File: src/rtl/fetch_inst_queue_if.sv
// Handshake bundle between preIF, the fetch queue, the icache response path and decode.
interface fetch_inst_queue_if #(
    parameter int unsigned DEPTH  = 4,
    parameter int unsigned INFO_W = 39
);
    logic                             in_valid;
    logic                             in_allowin;
    logic [31:0]                      in_pc;
    logic [INFO_W-1:0]                in_info;
    logic                             in_has_req;
    logic                             out_valid;
    logic                             out_allowin;
    logic [31:0]                      out_pc;
    logic [INFO_W-1:0]                out_info;
    logic [31:0]                      out_inst;
    logic                             cache_data_ok;
    logic [31:0]                      cache_rdata;
    logic                             flush;
    logic [$clog2(DEPTH+1)-1:0]       count;
    logic [$clog2(2*DEPTH+1)-1:0]     discard_cnt;

    modport master (
        output in_valid, in_pc, in_info, in_has_req, out_allowin,
        output cache_data_ok, cache_rdata, flush,
        input  in_allowin, out_valid, out_pc, out_info, out_inst, count, discard_cnt
    );

    modport slave (
        input  in_valid, in_pc, in_info, in_has_req, out_allowin,
        input  cache_data_ok, cache_rdata, flush,
        output in_allowin, out_valid, out_pc, out_info, out_inst, count, discard_cnt
    );
endinterface

File: src/rtl/fetch_inst_queue.sv
// Fetch-stage queue: holds in-flight fetches, matches in-order icache responses to them and
// delivers completed entries to decode in program order; flushed requests are counted and dropped.
module fetch_inst_queue #(
    parameter int unsigned DEPTH  = 4,
    parameter int unsigned INFO_W = 39
) (
    input logic                clk,
    input logic                reset,
    fetch_inst_queue_if.slave  q_if
);
    localparam int unsigned PtrW  = $clog2(DEPTH);
    localparam int unsigned CntW  = $clog2(DEPTH + 1);
    localparam int unsigned DiscW = $clog2(2 * DEPTH + 1);

    logic [31:0]       pc_q   [DEPTH];
    logic [31:0]       pc_d   [DEPTH];
    logic [INFO_W-1:0] info_q [DEPTH];
    logic [INFO_W-1:0] info_d [DEPTH];
    logic [31:0]       inst_q [DEPTH];
    logic [31:0]       inst_d [DEPTH];
    logic [DEPTH-1:0]  has_req_q, has_req_d;
    logic [DEPTH-1:0]  done_q, done_d;
    logic [PtrW-1:0]   head_q, head_d;
    logic [PtrW-1:0]   tail_q, tail_d;
    logic [CntW-1:0]   count_q, count_d;
    logic [DiscW-1:0]  discard_q, discard_d;

    logic              full, push, pop;
    logic              found, resp_hit, head_bypass;
    logic [PtrW-1:0]   tgt, scan_idx;
    logic [CntW-1:0]   pending;

    always_comb begin
        full     = (count_q == CntW'(DEPTH));
        push     = q_if.in_valid && !full;
        found    = 1'b0;
        tgt      = '0;
        scan_idx = '0;
        pending  = '0;
        // Oldest live entry still waiting for its instruction is the response target.
        for (int i = 0; i < DEPTH; i++) begin
            scan_idx = head_q + PtrW'(i);
            if (CntW'(i) < count_q && has_req_q[scan_idx] && !done_q[scan_idx]) begin
                pending = pending + CntW'(1);
                if (!found) begin
                    found = 1'b1;
                    tgt   = scan_idx;
                end
            end
        end
        resp_hit    = q_if.cache_data_ok && (discard_q == '0) && found;
        head_bypass = resp_hit && (tgt == head_q);

        q_if.in_allowin  = !full;
        q_if.out_valid   = !q_if.flush && (count_q != '0) && (done_q[head_q] || head_bypass);
        q_if.count       = count_q;
        q_if.discard_cnt = discard_q;
        q_if.out_pc      = '0;
        q_if.out_info    = '0;
        q_if.out_inst    = '0;
        if (q_if.out_valid) begin
            q_if.out_pc   = pc_q[head_q];
            q_if.out_info = info_q[head_q];
            if (has_req_q[head_q]) begin
                q_if.out_inst = head_bypass ? q_if.cache_rdata : inst_q[head_q];
            end
        end
        pop = q_if.out_valid && q_if.out_allowin;

        pc_d      = pc_q;
        info_d    = info_q;
        inst_d    = inst_q;
        has_req_d = has_req_q;
        done_d    = done_q;
        head_d    = head_q;
        tail_d    = tail_q;
        count_d   = count_q;
        discard_d = discard_q;

        if (q_if.flush) begin
            head_d    = '0;
            tail_d    = '0;
            count_d   = '0;
            // A response only retires an owed request if something was waiting for it.
            discard_d = discard_q + DiscW'(pending) + DiscW'(push && q_if.in_has_req)
                      - DiscW'(q_if.cache_data_ok && ((discard_q != '0) || found));
        end else begin
            if (q_if.cache_data_ok && (discard_q != '0)) begin
                discard_d = discard_q - DiscW'(1);
            end else if (resp_hit) begin
                inst_d[tgt] = q_if.cache_rdata;
                done_d[tgt] = 1'b1;
            end
            if (push) begin
                pc_d[tail_q]      = q_if.in_pc;
                info_d[tail_q]    = q_if.in_info;
                inst_d[tail_q]    = '0;
                has_req_d[tail_q] = q_if.in_has_req;
                done_d[tail_q]    = !q_if.in_has_req;
                tail_d            = tail_q + PtrW'(1);
            end
            if (pop) begin
                head_d = head_q + PtrW'(1);
            end
            count_d = count_q + CntW'(push) - CntW'(pop);
        end
    end

    always_ff @(posedge clk) begin
        if (reset) begin
            for (int i = 0; i < DEPTH; i++) begin
                pc_q[i]   <= '0;
                info_q[i] <= '0;
                inst_q[i] <= '0;
            end
            has_req_q <= '0;
            done_q    <= '0;
            head_q    <= '0;
            tail_q    <= '0;
            count_q   <= '0;
            discard_q <= '0;
        end else begin
            pc_q      <= pc_d;
            info_q    <= info_d;
            inst_q    <= inst_d;
            has_req_q <= has_req_d;
            done_q    <= done_d;
            head_q    <= head_d;
            tail_q    <= tail_d;
            count_q   <= count_d;
            discard_q <= discard_d;
        end
    end
endmodule

File: src/flat_wrapper.sv
// flat-port wrapper written by rule: the top's interface ports become plain ports
module fetch_inst_queue_flat 
#(
    parameter int unsigned DEPTH  = 4,
    parameter int unsigned INFO_W = 39
)
  (clk, reset, q_if_in_valid, q_if_in_pc, q_if_in_info, q_if_in_has_req, q_if_out_allowin, q_if_cache_data_ok, q_if_cache_rdata, q_if_flush, q_if_in_allowin, q_if_out_valid, q_if_out_pc, q_if_out_info, q_if_out_inst, q_if_count, q_if_discard_cnt);
  fetch_inst_queue_if #(.DEPTH(DEPTH), .INFO_W(INFO_W)) q_if_i ();
  input logic clk;
  input logic reset;
  input wire logic [$bits(q_if_i.in_valid)-1:0] q_if_in_valid;
  input wire logic [$bits(q_if_i.in_pc)-1:0] q_if_in_pc;
  input wire logic [$bits(q_if_i.in_info)-1:0] q_if_in_info;
  input wire logic [$bits(q_if_i.in_has_req)-1:0] q_if_in_has_req;
  input wire logic [$bits(q_if_i.out_allowin)-1:0] q_if_out_allowin;
  input wire logic [$bits(q_if_i.cache_data_ok)-1:0] q_if_cache_data_ok;
  input wire logic [$bits(q_if_i.cache_rdata)-1:0] q_if_cache_rdata;
  input wire logic [$bits(q_if_i.flush)-1:0] q_if_flush;
  output wire logic [$bits(q_if_i.in_allowin)-1:0] q_if_in_allowin;
  output wire logic [$bits(q_if_i.out_valid)-1:0] q_if_out_valid;
  output wire logic [$bits(q_if_i.out_pc)-1:0] q_if_out_pc;
  output wire logic [$bits(q_if_i.out_info)-1:0] q_if_out_info;
  output wire logic [$bits(q_if_i.out_inst)-1:0] q_if_out_inst;
  output wire logic [$bits(q_if_i.count)-1:0] q_if_count;
  output wire logic [$bits(q_if_i.discard_cnt)-1:0] q_if_discard_cnt;
  assign q_if_i.in_valid = q_if_in_valid;
  assign q_if_i.in_pc = q_if_in_pc;
  assign q_if_i.in_info = q_if_in_info;
  assign q_if_i.in_has_req = q_if_in_has_req;
  assign q_if_i.out_allowin = q_if_out_allowin;
  assign q_if_i.cache_data_ok = q_if_cache_data_ok;
  assign q_if_i.cache_rdata = q_if_cache_rdata;
  assign q_if_i.flush = q_if_flush;
  assign q_if_in_allowin = q_if_i.in_allowin;
  assign q_if_out_valid = q_if_i.out_valid;
  assign q_if_out_pc = q_if_i.out_pc;
  assign q_if_out_info = q_if_i.out_info;
  assign q_if_out_inst = q_if_i.out_inst;
  assign q_if_count = q_if_i.count;
  assign q_if_discard_cnt = q_if_i.discard_cnt;
  fetch_inst_queue #(.DEPTH(DEPTH), .INFO_W(INFO_W)) u_core (.clk(clk), .reset(reset), .q_if(q_if_i));
endmodule
File: config.mk
export PLATFORM = sky130hd
export DESIGN_NAME = fetch_inst_queue_flat
export DESIGN_NICKNAME = d
export VERILOG_FILES = /design/src/rtl/fetch_inst_queue_if.sv /design/src/rtl/fetch_inst_queue.sv /design/src/flat_wrapper.sv
export SDC_FILE = /design/constraint.sdc
export NUM_CORES = 1
export LEC_CHECK = 0
export BUFFER_PORTS_ARGS = -buffer_cell sky130_fd_sc_hd__buf_4
export CAP_MARGIN = 20
export CORE_UTILIZATION = 30
export CTS_CLUSTER_SIZE = 30
export DETAILED_ROUTE_END_ITERATION = 12
export SYNTH_ARGS = -nofsm -noshare
export SYNTH_HDL_FRONTEND = slang
export SYNTH_SLANG_ARGS = --single-unit
File: constraint.sdc
create_clock -name clk -period 5.46 [get_ports clk]
set_input_delay 0.546 -clock clk [delete_from_list [all_inputs] [get_ports clk]]
set_output_delay 0.546 -clock clk [all_outputs]
set_load 0.05 [all_outputs]
==> flow_summary.yaml <==
outcome:
  outcome: "finished, final reports clean"
setup_path:
  start_kind: "register"
  crit_start: "u_core.head_q[1]"
  cpMaxStageDelayCell: "dfxtp_4"
  endpoint: "q_if_out_inst[28]"
  cpPeakStageDelay_ns: 0.82
  crit_type: "reg -> out"
  regToRegStartpoint: "u_core.head_q[1]"
  critical_path.max_fanout: 45
  crit_chain: "mux4_2, nor2b_4, a21boi_0, ha_1, xnor2_1, o211ai_1, o211a_1, buf_4, nand3_1, a211oi_1, buf_4"
  r2r_cells: 17
  critical_path_required_ns: 4.91
  critPathCaptureType: "output pin"
  r2r_end: "u_core.q_if.discard_cnt[3]"
  r2r_setup_slack_ns: 0.99
  worstPathArrival_ns: 4.36
  cpMostUsedCell: "buf_4"
sta:
  finalSetupViolations: 0
  slew_headroom_pct: 23.0
  slew_viol_final: 0
  tightestPinTransition_ns: 1.15
  rsz0062_at_grt: "no"
  finalCritPeriodShare_pct: 89.8
  tns_ns: 0
  final-hold-violation-count: 0
  skew_ns: 0.0217
  finalCriticalPeriod_ns: 4.90
  fmax_mhz: 204
drt:
  ant_nets: 0
  post-route-drc-count: 0
  drtIter0Drc: 1461
  vias: 16497
  vias_per_cell: 5.21
  routed_wl_mm: 59.9
  firstDrtPassIters: 5
  wire_per_inst_um: 18.9
clock_tree:
  ctsHoldBuffers: 0
  clk_pin_slew_ns: 0.06
  insertion_delay_ns: 0.59
  cts_buffers: 50
  htree_levels: 2
  cts_tree: "done"
  cts_num_sinks: 431
  clockBufferDepth: 3
  post_cts_buffers: 0
  clockRootBuffer: "clkbuf_16"
  cts_resized: 0
synthesis:
  synthTopCellsByArea: "dfxtp_1, mux4_2, nand2_1, a21oi_1, a22o_1"
  ys_seq_area_share_pct: 44.6
  synthesis.area_um2: 19400
  yosysTopAreaCellShare_pct: 44.6
  synth_seq_cells: 431
  yosysWarningCount: 0
  synthDistinctLibCells: 74
  synth_top_area_cell: "dfxtp_1"
  synth_edf_count: 0
  ys_top_cells_by_count: "nand2_1, dfxtp_1, a21oi_1"
  synth_most_common_cell: "nand2_1"
  synth_ff_type: "dfxtp_1"
  syn_inst: 2154
  syn_area_per_cell_um2: 8.98
  async_reset_ff_share_pct: 0
  synth_nets: 2285
placement:
  place_congestion: 0.857
  place_hpwl_mm: 35.0
  numPlacedInstances: 3074
  port_buffers: 221
final_layout:
  nNetsFinal: 2413
  fin_cells: 3168
  utilization_pct: 36.9
  drive_above_1_share_pct: 20.6
  area_growth_pct: 21.0
floorplanning:
  core_area_um2: 63400
  dieArea_um2: 65500
  die_w_um: 256
  initial_core_util_pct: 30.5
  row_count: 92
  pin_count: 222
  die_h_um: 256
grt:
  grt_pass1_wl_mm: 94.0
  antenna_found_initial: 3
  grt_use_total_pct: 17.9
  grt_pass1_vias: 16546
  grt-ovfl-total: 0
  grt_max_degree: 127
pwr:
  leakage_uw: 0.00814
  power_density_nw_per_um2: 309
  total_power_uw: 7230
  vdd_drop_max_mv: 0.201
job:
  drv_cap: 0
min_path:
  whs_path_depth: 2
  hp-class: "in -> reg"
-- area by class of cell --
type | instances | area [um2]
Antenna cell | 2 | 5.00
Clock buffer | 72 | 1490
Clock inverter | 18 | 210
Fill cell | 6325 | 40000
Inverter | 91 | 342
Multi-Input combinational cell | 1452 | 9700
Sequential cell | 431 | 8640
Tap cell | 846 | 1060
Timing Repair Buffer | 256 | 1980
-- per-layer routing --
layer	up-vias	share of wire [%]	GRT usage (%)
met5	-	0.027	0
met4	2	2.3	5.77
met3	95	6.8	3.32
met2	592	49	30.8
met1	8056	42	22.5
li1	7752	-	-
-- cell usage in the layout, fill, tap and decap left out, types with 4 or more instances in the layout --
cell,count
nand2_1,590
dfxtp_1,429
a21oi_1,294
buf_4,250
mux4_2,106
a22o_1,96
inv_1,90
and2_1,73
clkbuf_16,51
a211oi_1,36
nand3_1,35
o21ai_0,35
o32ai_1,32
nor2_1,21
ha_1,18
clkbuf_8,14
clkbuf_1,8
xnor2_1,7
nand2b_1,6
o211ai_1,6
nor3_1,5
clkinvlp_4,5
nor3b_1,4
mux2i_1,4
and2_2,4
nand2_2,4
clkinv_2,4
buf_12,4
-- worst max-delay path, delay by kind of cell (launching register included) --
kind	cells	cell delay [ns]
adder cells (fa/ha/maj)	1	0.34
buffers and inverters	2	0.63
AO/OA/AOI/OAI	4	1.06
AND/OR/NAND/NOR	2	0.29
XOR/XNOR	1	0.13
flip-flops	1	0.82
multiplexers	1	0.49
-- report_power, final --
part | internal [uW] | switching [uW]
combinational | 221 | 363
sequential | 3190 | 36.6
clock | 2040 | 1380
-- worst min path at each step --
stage	end	from	slack (ns)
CTS	u_core.info_q[116]	q_if_in_info[38]	0.18
floorplan	u_core.inst_q[32]	u_core.inst_q[32]	0.43
detailed placement	u_core.pc_q[13]	u_core.pc_q[13]	0.44
global placement	u_core.pc_q[21]	u_core.pc_q[21]	0.44
finish	u_core.inst_q[77]	q_if_cache_rdata[13]	0.21
global route	u_core.inst_q[71]	q_if_cache_rdata[7]	0.20
-- stage by stage --
step                instance area, um2  setup WS, ns  hold WS [ns]
global placement                 21700          1.07         0.438
CTS                              23400         0.467         0.181
global route                     23400         0.240         0.201
detailed placement               21700         0.991         0.444
finish                           23400         0.558         0.211
floorplan                        19400          1.05         0.431
-- state kept, by name (all words and copies together), names as in the netlist --
name / count
u_core.info_q: 156
u_core.head_q: 2
u_core.has_req_q: 4
u_core.done_q: 4
u_core.q_if.count: 3
u_core.q_if.discard_cnt: 4
u_core.inst_q: 128
u_core.tail_q: 2
u_core.pc_q: 128
-- cell families (layout without fill, tap and decap cells) --
| family | after synthesis | after routing | synth area share, % |
|---|---|---|---|
| adders and majority gates | 21 | 21 | 1.47 |
| AOI/OAI and AO/OA | 541 | 541 | 18.3 |
| buffers and inverters | 271 | 437 | 5.62 |
| other | 0 | 2 | 0 |
| xor gates and xnor gates | 11 | 11 | 0.537 |
| muxes | 113 | 113 | 12.7 |
| DFF | 431 | 431 | 44.6 |
| and+or+nand+nor | 766 | 766 | 16.8 |
(Power assumes the default switching activity.)
